`src/rtl/clk_pkg.sv`:
```
// clk_pkg: shared types and helpers for the clock divider bank.
//   WORD_WIDTH       width of the factor/high/counter words
//   CHANNELS_DEFAULT default number of divider channels
//   word_t           one divide word
//   chan_state_t     per-channel state: active F/H, counter, shadow F/H, pending
//   default_high()   fixed high time used when DUTY_EN is not defined
//   low_time()       low portion of a period, with H saturated at F
package clk_pkg;

  localparam int WORD_WIDTH       = 16;
  localparam int CHANNELS_DEFAULT = 4;

  typedef logic [WORD_WIDTH-1:0] word_t;

  localparam word_t WORD_ONE = word_t'(1);

  typedef struct packed {
    word_t f;
    word_t h;
    word_t cnt;
    word_t shadow_f;
    word_t shadow_h;
    logic  pending;
  } chan_state_t;

  // Low for floor(F/2) cycles, high for the remainder.
  function automatic word_t default_high(input word_t f);
    return f - (f >> 1);
  endfunction

  // H larger than F means the clock is high for the whole period.
  function automatic word_t low_time(input word_t f, input word_t h);
    return (h >= f) ? '0 : word_t'(f - h);
  endfunction

endpackage

```
`src/rtl/clk_divider_channel.sv`:
```
// clk_divider_channel: one programmable divider channel.
// Optional feature macro: DUTY_EN (adds the high_i input; otherwise the
// high time is derived from the factor via default_high()).
// Ports:
//   clk_i     system clock
//   reset     synchronous, active-high reset
//   enable_i  run enable; low clears the counter and the outputs
//   load_i    captures factor_i (and high_i) into the shadow registers
//   factor_i  requested period in clk_i cycles
//   high_i    requested high cycles per period (DUTY_EN only)
//   clk_o     divided clock, registered
//   tick_o    one-cycle pulse at the first cycle of each period, registered
//   pending_o a loaded value is waiting for a period boundary
module clk_divider_channel
  import clk_pkg::*;
(
  input  logic  clk_i,
  input  logic  reset,
  input  logic  enable_i,
  input  logic  load_i,
  input  word_t factor_i,
`ifdef DUTY_EN
  input  word_t high_i,
`endif
  output logic  clk_o,
  output logic  tick_o,
  output logic  pending_o
);

  chan_state_t state;
  chan_state_t state_next;
  logic        clk_next;
  logic        tick_next;
  logic        running;
  logic        wrap;
  logic        boundary;
  word_t       load_high;

`ifdef DUTY_EN
  assign load_high = high_i;
`else
  assign load_high = default_high(factor_i);
`endif

  // A boundary is either the last cycle of a running period or any cycle
  // where the channel is not running; only there may new values go active.
  // A load arriving on a boundary bypasses the shadow so pending never rises.
  always_comb begin
    state_next = state;
    clk_next   = 1'b0;
    tick_next  = 1'b0;
    running    = enable_i && (state.f != '0);
    wrap       = running && (state.cnt == word_t'(state.f - WORD_ONE));
    boundary   = wrap || !running;

    if (running) begin
      clk_next       = (state.cnt >= low_time(state.f, state.h));
      tick_next      = (state.cnt == '0);
      state_next.cnt = wrap ? '0 : word_t'(state.cnt + WORD_ONE);
    end else begin
      state_next.cnt = '0;
    end

    if (load_i) begin
      state_next.shadow_f = factor_i;
      state_next.shadow_h = load_high;
      if (boundary) begin
        state_next.f       = factor_i;
        state_next.h       = load_high;
        state_next.cnt     = '0;
        state_next.pending = 1'b0;
      end else begin
        state_next.pending = 1'b1;
      end
    end else if (state.pending && boundary) begin
      state_next.f       = state.shadow_f;
      state_next.h       = state.shadow_h;
      state_next.cnt     = '0;
      state_next.pending = 1'b0;
    end
  end

  always_ff @(posedge clk_i) begin
    if (reset) begin
      state  <= '0;
      clk_o  <= 1'b0;
      tick_o <= 1'b0;
    end else begin
      state  <= state_next;
      clk_o  <= clk_next;
      tick_o <= tick_next;
    end
  end

  assign pending_o = state.pending;

endmodule

```
`src/rtl/clk_divider_bank.sv`:
```
// clk_divider_bank: CHANNELS independent programmable clock dividers.
// Optional feature macro: DUTY_EN (adds the high_i port for programmable
// high time; otherwise each channel is low floor(F/2) cycles, then high).
// Parameters:
//   CHANNELS  number of divider channels (1..16)
//   WIDTH     factor/high word width; must equal clk_pkg::WORD_WIDTH
// Ports:
//   clk_i     system clock
//   reset     synchronous, active-high reset
//   enable_i  global run enable; low stops and clears all channel counters
//   load_i    per-channel load strobe
//   factor_i  per-channel requested period
//   high_i    per-channel requested high time (DUTY_EN only)
//   clk_o     per-channel divided clock
//   tick_o    per-channel period-start pulse
//   pending_o per-channel loaded-value-waiting flag
module clk_divider_bank
  import clk_pkg::*;
#(
  parameter int CHANNELS = CHANNELS_DEFAULT,
  parameter int WIDTH    = WORD_WIDTH
) (
  input  logic                           clk_i,
  input  logic                           reset,
  input  logic                           enable_i,
  input  logic [CHANNELS-1:0]            load_i,
  input  logic [CHANNELS-1:0][WIDTH-1:0] factor_i,
`ifdef DUTY_EN
  input  logic [CHANNELS-1:0][WIDTH-1:0] high_i,
`endif
  output logic [CHANNELS-1:0]            clk_o,
  output logic [CHANNELS-1:0]            tick_o,
  output logic [CHANNELS-1:0]            pending_o
);

  for (genvar n = 0; n < CHANNELS; n++) begin : g_chan
    clk_divider_channel u_chan (
      .clk_i     (clk_i),
      .reset     (reset),
      .enable_i  (enable_i),
      .load_i    (load_i[n]),
      .factor_i  (factor_i[n]),
`ifdef DUTY_EN
      .high_i    (high_i[n]),
`endif
      .clk_o     (clk_o[n]),
      .tick_o    (tick_o[n]),
      .pending_o (pending_o[n])
    );
  end

endmodule

```
`config.mk`:
```
export PLATFORM = sky130hd
export DESIGN_NAME = clk_divider_bank
export DESIGN_NICKNAME = d
export VERILOG_FILES = /design/src/rtl/clk_pkg.sv /design/src/rtl/clk_divider_channel.sv /design/src/rtl/clk_divider_bank.sv
export SDC_FILE = /design/constraint.sdc
export NUM_CORES = 1
export LEC_CHECK = 0
export CAP_MARGIN = 0
export CORE_MARGIN = 2
export CORE_UTILIZATION = 67
export CTS_CLUSTER_DIAMETER = 80
export CTS_CLUSTER_SIZE = 25
export DETAILED_ROUTE_END_ITERATION = 12
export GPL_TIMING_DRIVEN = 0
export HOLD_SLACK_MARGIN = 0.02
export PLACE_DENSITY = 0.91
export SYNTH_ARGS = -nofsm -noshare
export SYNTH_HDL_FRONTEND = slang
export SYNTH_SLANG_ARGS = --single-unit
```
`constraint.sdc`:
```
create_clock -name clk_i -period 10.4 [get_ports clk_i]
set_clock_uncertainty 0.05 [all_clocks]
set_input_delay 2.6 -clock clk_i [delete_from_list [all_inputs] [get_ports clk_i]]
set_output_delay 2.6 -clock clk_i [all_outputs]
set_load 0.05 [all_outputs]
```
After elaboration in Yosys (flattened, before gate mapping)
Index checks and enable logic that the tools add are counted.

Flip-flop bits (word level): 332. Bits of input ports: 71. Output and inout bits: 12. Word-level logic and storage cells: 144.

Add/subtract/negate cells: 16. $lt $le $gt $ge: 8. Eq/ne operators: 8. Muxes and demuxes: 36. Bitwise operators: 4. Reductions and logical operators: 40.

Operators with widths (count): $mux W48 (12); $mux W16 (12); $ge A16 B16 Y1 (8); $add A16 B1 Y16 const B (4); $eq A16 B16 Y1 (4); $logic_not A16 Y1 (4); $reduce_bool A16 Y1 (4); $sub A16 B1 Y16 const B (4); $sub A16 B15 Y16 (4); $sub A16 B16 Y16 (4); $logic_and A1 B1 Y1 (12); $mux W1 (12); $ne A2 B1 Y1 const B (4); $reduce_and A2 Y1 (4); $reduce_bool A2 Y1 (4); $reduce_or A2 Y1 (4); $logic_not A1 Y1 (4); $logic_or A1 B1 Y1 (4); $not A1 Y1 (4).

Logic depth before layout (Yosys ltp)
Depth after elaboration: 7. Mapped depth: 22. Depth with buffers taken out: 22.

By module
A second synthesis with hierarchy kept.

Cell total of the unflattened synthesis: 2759. Area total of the unflattened synthesis: 22532.9 um^2.

By module, submodules not included: clk_divider_channel at g_chan[1].u_chan (times used 1, cells an instance 704, area an instance 5730.5 um^2, sequential area each 1661.6 um^2); clk_divider_channel at g_chan[3].u_chan (times used 1, cells an instance 681, area an instance 5621.6 um^2, sequential area each 1661.6 um^2); clk_divider_channel at g_chan[0].u_chan (times used 1, cells an instance 700, area an instance 5620.4 um^2, sequential area each 1661.6 um^2); clk_divider_channel at g_chan[2].u_chan (times used 1, cells an instance 674, area an instance 5560.3 um^2, sequential area each 1661.6 um^2).

Worst setup path after synthesis
OpenSTA, ideal clock, no wires.

Path kind: input -> register. From: input factor_i[0] (netlist name). To: register g_chan[0].u_chan.state[63] (netlist name). Setup time: 0.059 ns. Arrival: 4.735 ns. Required time: 10.291 ns. Slack: 5.557 ns. Cell stages on the path: 12. Cell sequence: inv_1 -> ha_1 -> fa_1 -> nor2b_1 -> o31a_1 -> o41a_1 -> a41oi_1 -> a21oi_1 -> nand3_1 -> a21o_1 -> a311oi_1 -> mux2_2.

Longest elaborated chain between the ends: 3.

RTL lines: start, declared (RTL line clk_divider_bank.sv:27) `input logic [CHANNELS-1:0][WIDTH-1:0] factor_i,`; $sub A16 B15 Y16 (RTL line clk_pkg.sv:28) `return f - (f >> 1);`; $mux W48 (RTL line clk_divider_channel.sv:67) `if (boundary) begin`; $mux W48 (RTL line clk_divider_channel.sv:64) `if (load_i) begin`; end signal, assigned (RTL line clk_divider_channel.sv:89) `state <= state_next;`; end, declared (RTL line clk_divider_channel.sv:30) `chan_state_t state;`.

Every way passes these cells. The select of a mux whose other input is x is not followed. A chain may end at the register's enable or synchronous reset.

Worst setup path after layout
From: input reset. To: register g_chan[2].u_chan.state[49] (netlist name).

RTL lines: start, declared (RTL line clk_divider_bank.sv:24) `input logic reset,`; end signal, assigned (RTL line clk_divider_channel.sv:89); end, declared (RTL line clk_divider_channel.sv:30).

No word-level cell between the ends.

==> results_dict.tcl <==
set metrics [dict create \
    ir_worst_vdd_mv 0.1191 \
    place.port_buffers 79 \
    synth_area_leader_cell "dfxtp_1" \
    cp-startpoint "reset" \
    rows 66 \
    cp.arrival_ns 6.18 \
    relSlewSlack 0.3004 \
    yosysTopAreaCellShare 0.2996 \
    routed-via-count 20610 \
    busiest_layer "met2" \
    drtIter0Drc 1802 \
    fin_setup_tns_ns 0 \
    final_nets 3141 \
    outcome "finished, final reports clean" \
    cts_hold_buf 0 \
    h-tree-depth 1 \
    core_sq_mm 0.03254 \
    holdCritPathClass "flip-flop to flip-flop" \
    die_h_um 186.0 \
    critPathLaunchType "input port" \
    hold_viol_final 0 \
    gp_congestion 0.9636 \
    drv_slew 0 \
    cts_max_path_buffers 3 \
    p_leak_uw 0.009922 \
    layout_commonest_cell "nor2_1" \
    min_period_over_period 0.5605 \
    r2r-start "g_chan[3].u_chan.state[65]" \
    grt_use_met2 0.6019 \
    synth_edf_count 0 \
    async_reset_ff_frac 0 \
    pre_cts_ws_ns 4.156 \
    antenna_found_initial 0 \
    drtPass1Iterations 6 \
    grt_max_degree 26 \
    synth.top_cells.by_area "dfxtp_1 30%, ha_1 11%, nor2_1 6.3%" \
    first_global_vias 20140 \
    die_w_um 186.0 \
    track_usage 0.3455 \
    syn_to_final_growth_pct 8.590 \
    synthesis.area_sq_mm 0.02218 \
    setup_viol 0 \
    clk_pin_slew_ns 0.10 \
    critPathKind "input port to flip-flop" \
    wirelength_mm 60.24 \
    tightest_slew_ns 1.023 \
    cts_resized 0 \
    synth_nets 3042 \
    diodes 0 \
    dp_hpwl_mm 46.73 \
    ys_warn_count 0 \
    io_pins 83 \
    insertion_delay_ns 0.53 \
    end_kind "flip-flop" \
    final_cell_mix "370 x nor2_1, 332 x dfxtp_1, 207 x nand2_1, 200 x ha_1, 168 x inv_1" \
    synth_ff_type "dfxtp_1" \
    total_power_uw 3810 \
    ant_nets 0 \
    vias_per_cell 6.223 \
    synthCells 2763 \
    fp.dieArea_sq_mm 0.03458 \
    worstPathRequired_ns 10.75 \
    cts_tree "built" \
    power_density_mw_per_mm2 158.2 \
    fin_crit_ns 5.829 \
    yosysSeqAreaShare 0.2996 \
    fmax_mhz 171.5 \
    rsz0062_at_grt "false" \
    drc 0 \
    synth_cell_types 84 \
    wl_per_cell_um 18.19 \
    post_cts_buffers 0 \
    hp-start "g_chan[0].u_chan.state[7]" \
    root_buffer "clkbuf_16" \
    use_met3 0.04187 \
    worst_slack_ns 4.571 \
    syn_avg_cell_area_sq_um 8.029 \
    crit_fanout 10 \
    initial_core_util 0.6818 \
    cts_sinks 332 \
    ys_seq_elements 332 \
    drive_above_1_share 0.04043 \
    use_met1 0.4307 \
    max_cap_violations 0 \
    grt_pass1_wl_mm 97.40 \
    grt-ovfl-total 0 \
    cts_inserted_buffers 18 \
]
synthesized netlist by cell type, types with 6 or more instances:
| master | number |
|---|---|
| a22oi_1 | 8 |
| and2_1 | 9 |
| xnor2_1 | 131 |
| or4_1 | 6 |
| or3_1 | 37 |
| inv_1 | 168 |
| a211oi_1 | 45 |
| a21o_1 | 39 |
| o211ai_1 | 12 |
| clkbuf_1 | 79 |
| o21ai_0 | 124 |
| a31oi_1 | 16 |
| buf_1 | 11 |
| nand2b_1 | 85 |
| and4_1 | 8 |
| mux2_2 | 9 |
| dfxtp_1 | 332 |
| buf_2 | 20 |
| nor4_1 | 37 |
| buf_4 | 18 |
| xor2_1 | 80 |
| o31ai_1 | 24 |
| a21oi_1 | 158 |
| nor2_1 | 370 |
| or2_2 | 12 |
| fa_1 | 8 |
| nand4_1 | 35 |
| nor3_1 | 47 |
| a311oi_1 | 26 |
| nand3b_1 | 17 |
| o21a_1 | 37 |
| nand3_1 | 72 |
| ha_1 | 200 |
| o21bai_1 | 9 |
| nor2b_1 | 43 |
| mux2i_1 | 90 |
| nand2_1 | 207 |
| a211o_1 | 11 |
| and3_1 | 30 |
registers in the layout, indices dropped and copies added, names as in the netlist:
register                 flops
g_chan.u_chan.tick_o         4
g_chan.u_chan.clk_o          4
g_chan.u_chan.state        320
g_chan.u_chan.pending_o      4
worst max-delay path: stages:
cell	delay, ns
clkdlybuf4s50_1	0.63
clkbuf_1	0.72
clkbuf_1	0.64
clkbuf_1	0.86
buf_1	0.60
nor2_1	0.12
where the power goes:
group / internal (uW) / switching [uW]
logic: 660 / 886
registers: 1370 / 85.2
clock network: 366 / 443
cell type report:
type                            count  area (sq um)
Multi-Input combinational cell   2132         14300
Buffer                            131         604.3
Clock buffer                       21         483.0
Inverter                          168         630.6
Clock inverter                      6         78.83
Timing Repair Buffer               79         790.8
Sequential cell                   332          6646
Fill cell                        2485          8447
Tap cell                          442         553.0
metal layers:
layer  routed length [um]  vias to the layer above
li1                     -                     9858
met1                25150                     9711
met3                 4217                      182
met5                    0                        -
met4                 2424                        0
met2                28450                      855
cell families (layout without fill, tap and decap cells):
family	count (synthesis)	after routing	synth area share
buffers and inverters	299	405	0.05567
adders and majority gates	208	208	0.1200
AOI/OAI and AO/OA	573	573	0.1684
and+or+nand+nor	1041	1041	0.2279
muxes	99	99	0.04518
DFF	332	332	0.2996
xor gates and xnor gates	211	211	0.08331
path summary, 6_finish.rpt:
kind | end | slack, ns | cells past startpoint
worst min register to register | g_chan[0].u_chan.state[7] | 0.42 | 2
worst max-delay path | g_chan[2].u_chan.state[49] | 4.57 | 6
worst max register to register | g_chan[3].u_chan.clk_o | 5.48 | 21
worst min-delay path | g_chan[0].u_chan.state[7] | 0.42 | 2
metrics by stage:
stage                     cells  cell area [sq um]    util  hold slack (ns)
after floorplan            2763              22180       -           0.3863
after global placement     3284              23530  0.7231           0.3989
after detailed placement   3284              23530  0.7231           0.4025
after CTS                  3311              24090  0.7404           0.4165
after global routing       3311              24090  0.7404           0.4445
final                      3311              24090  0.7404           0.4202
Power figures use the tool's default switching activity.
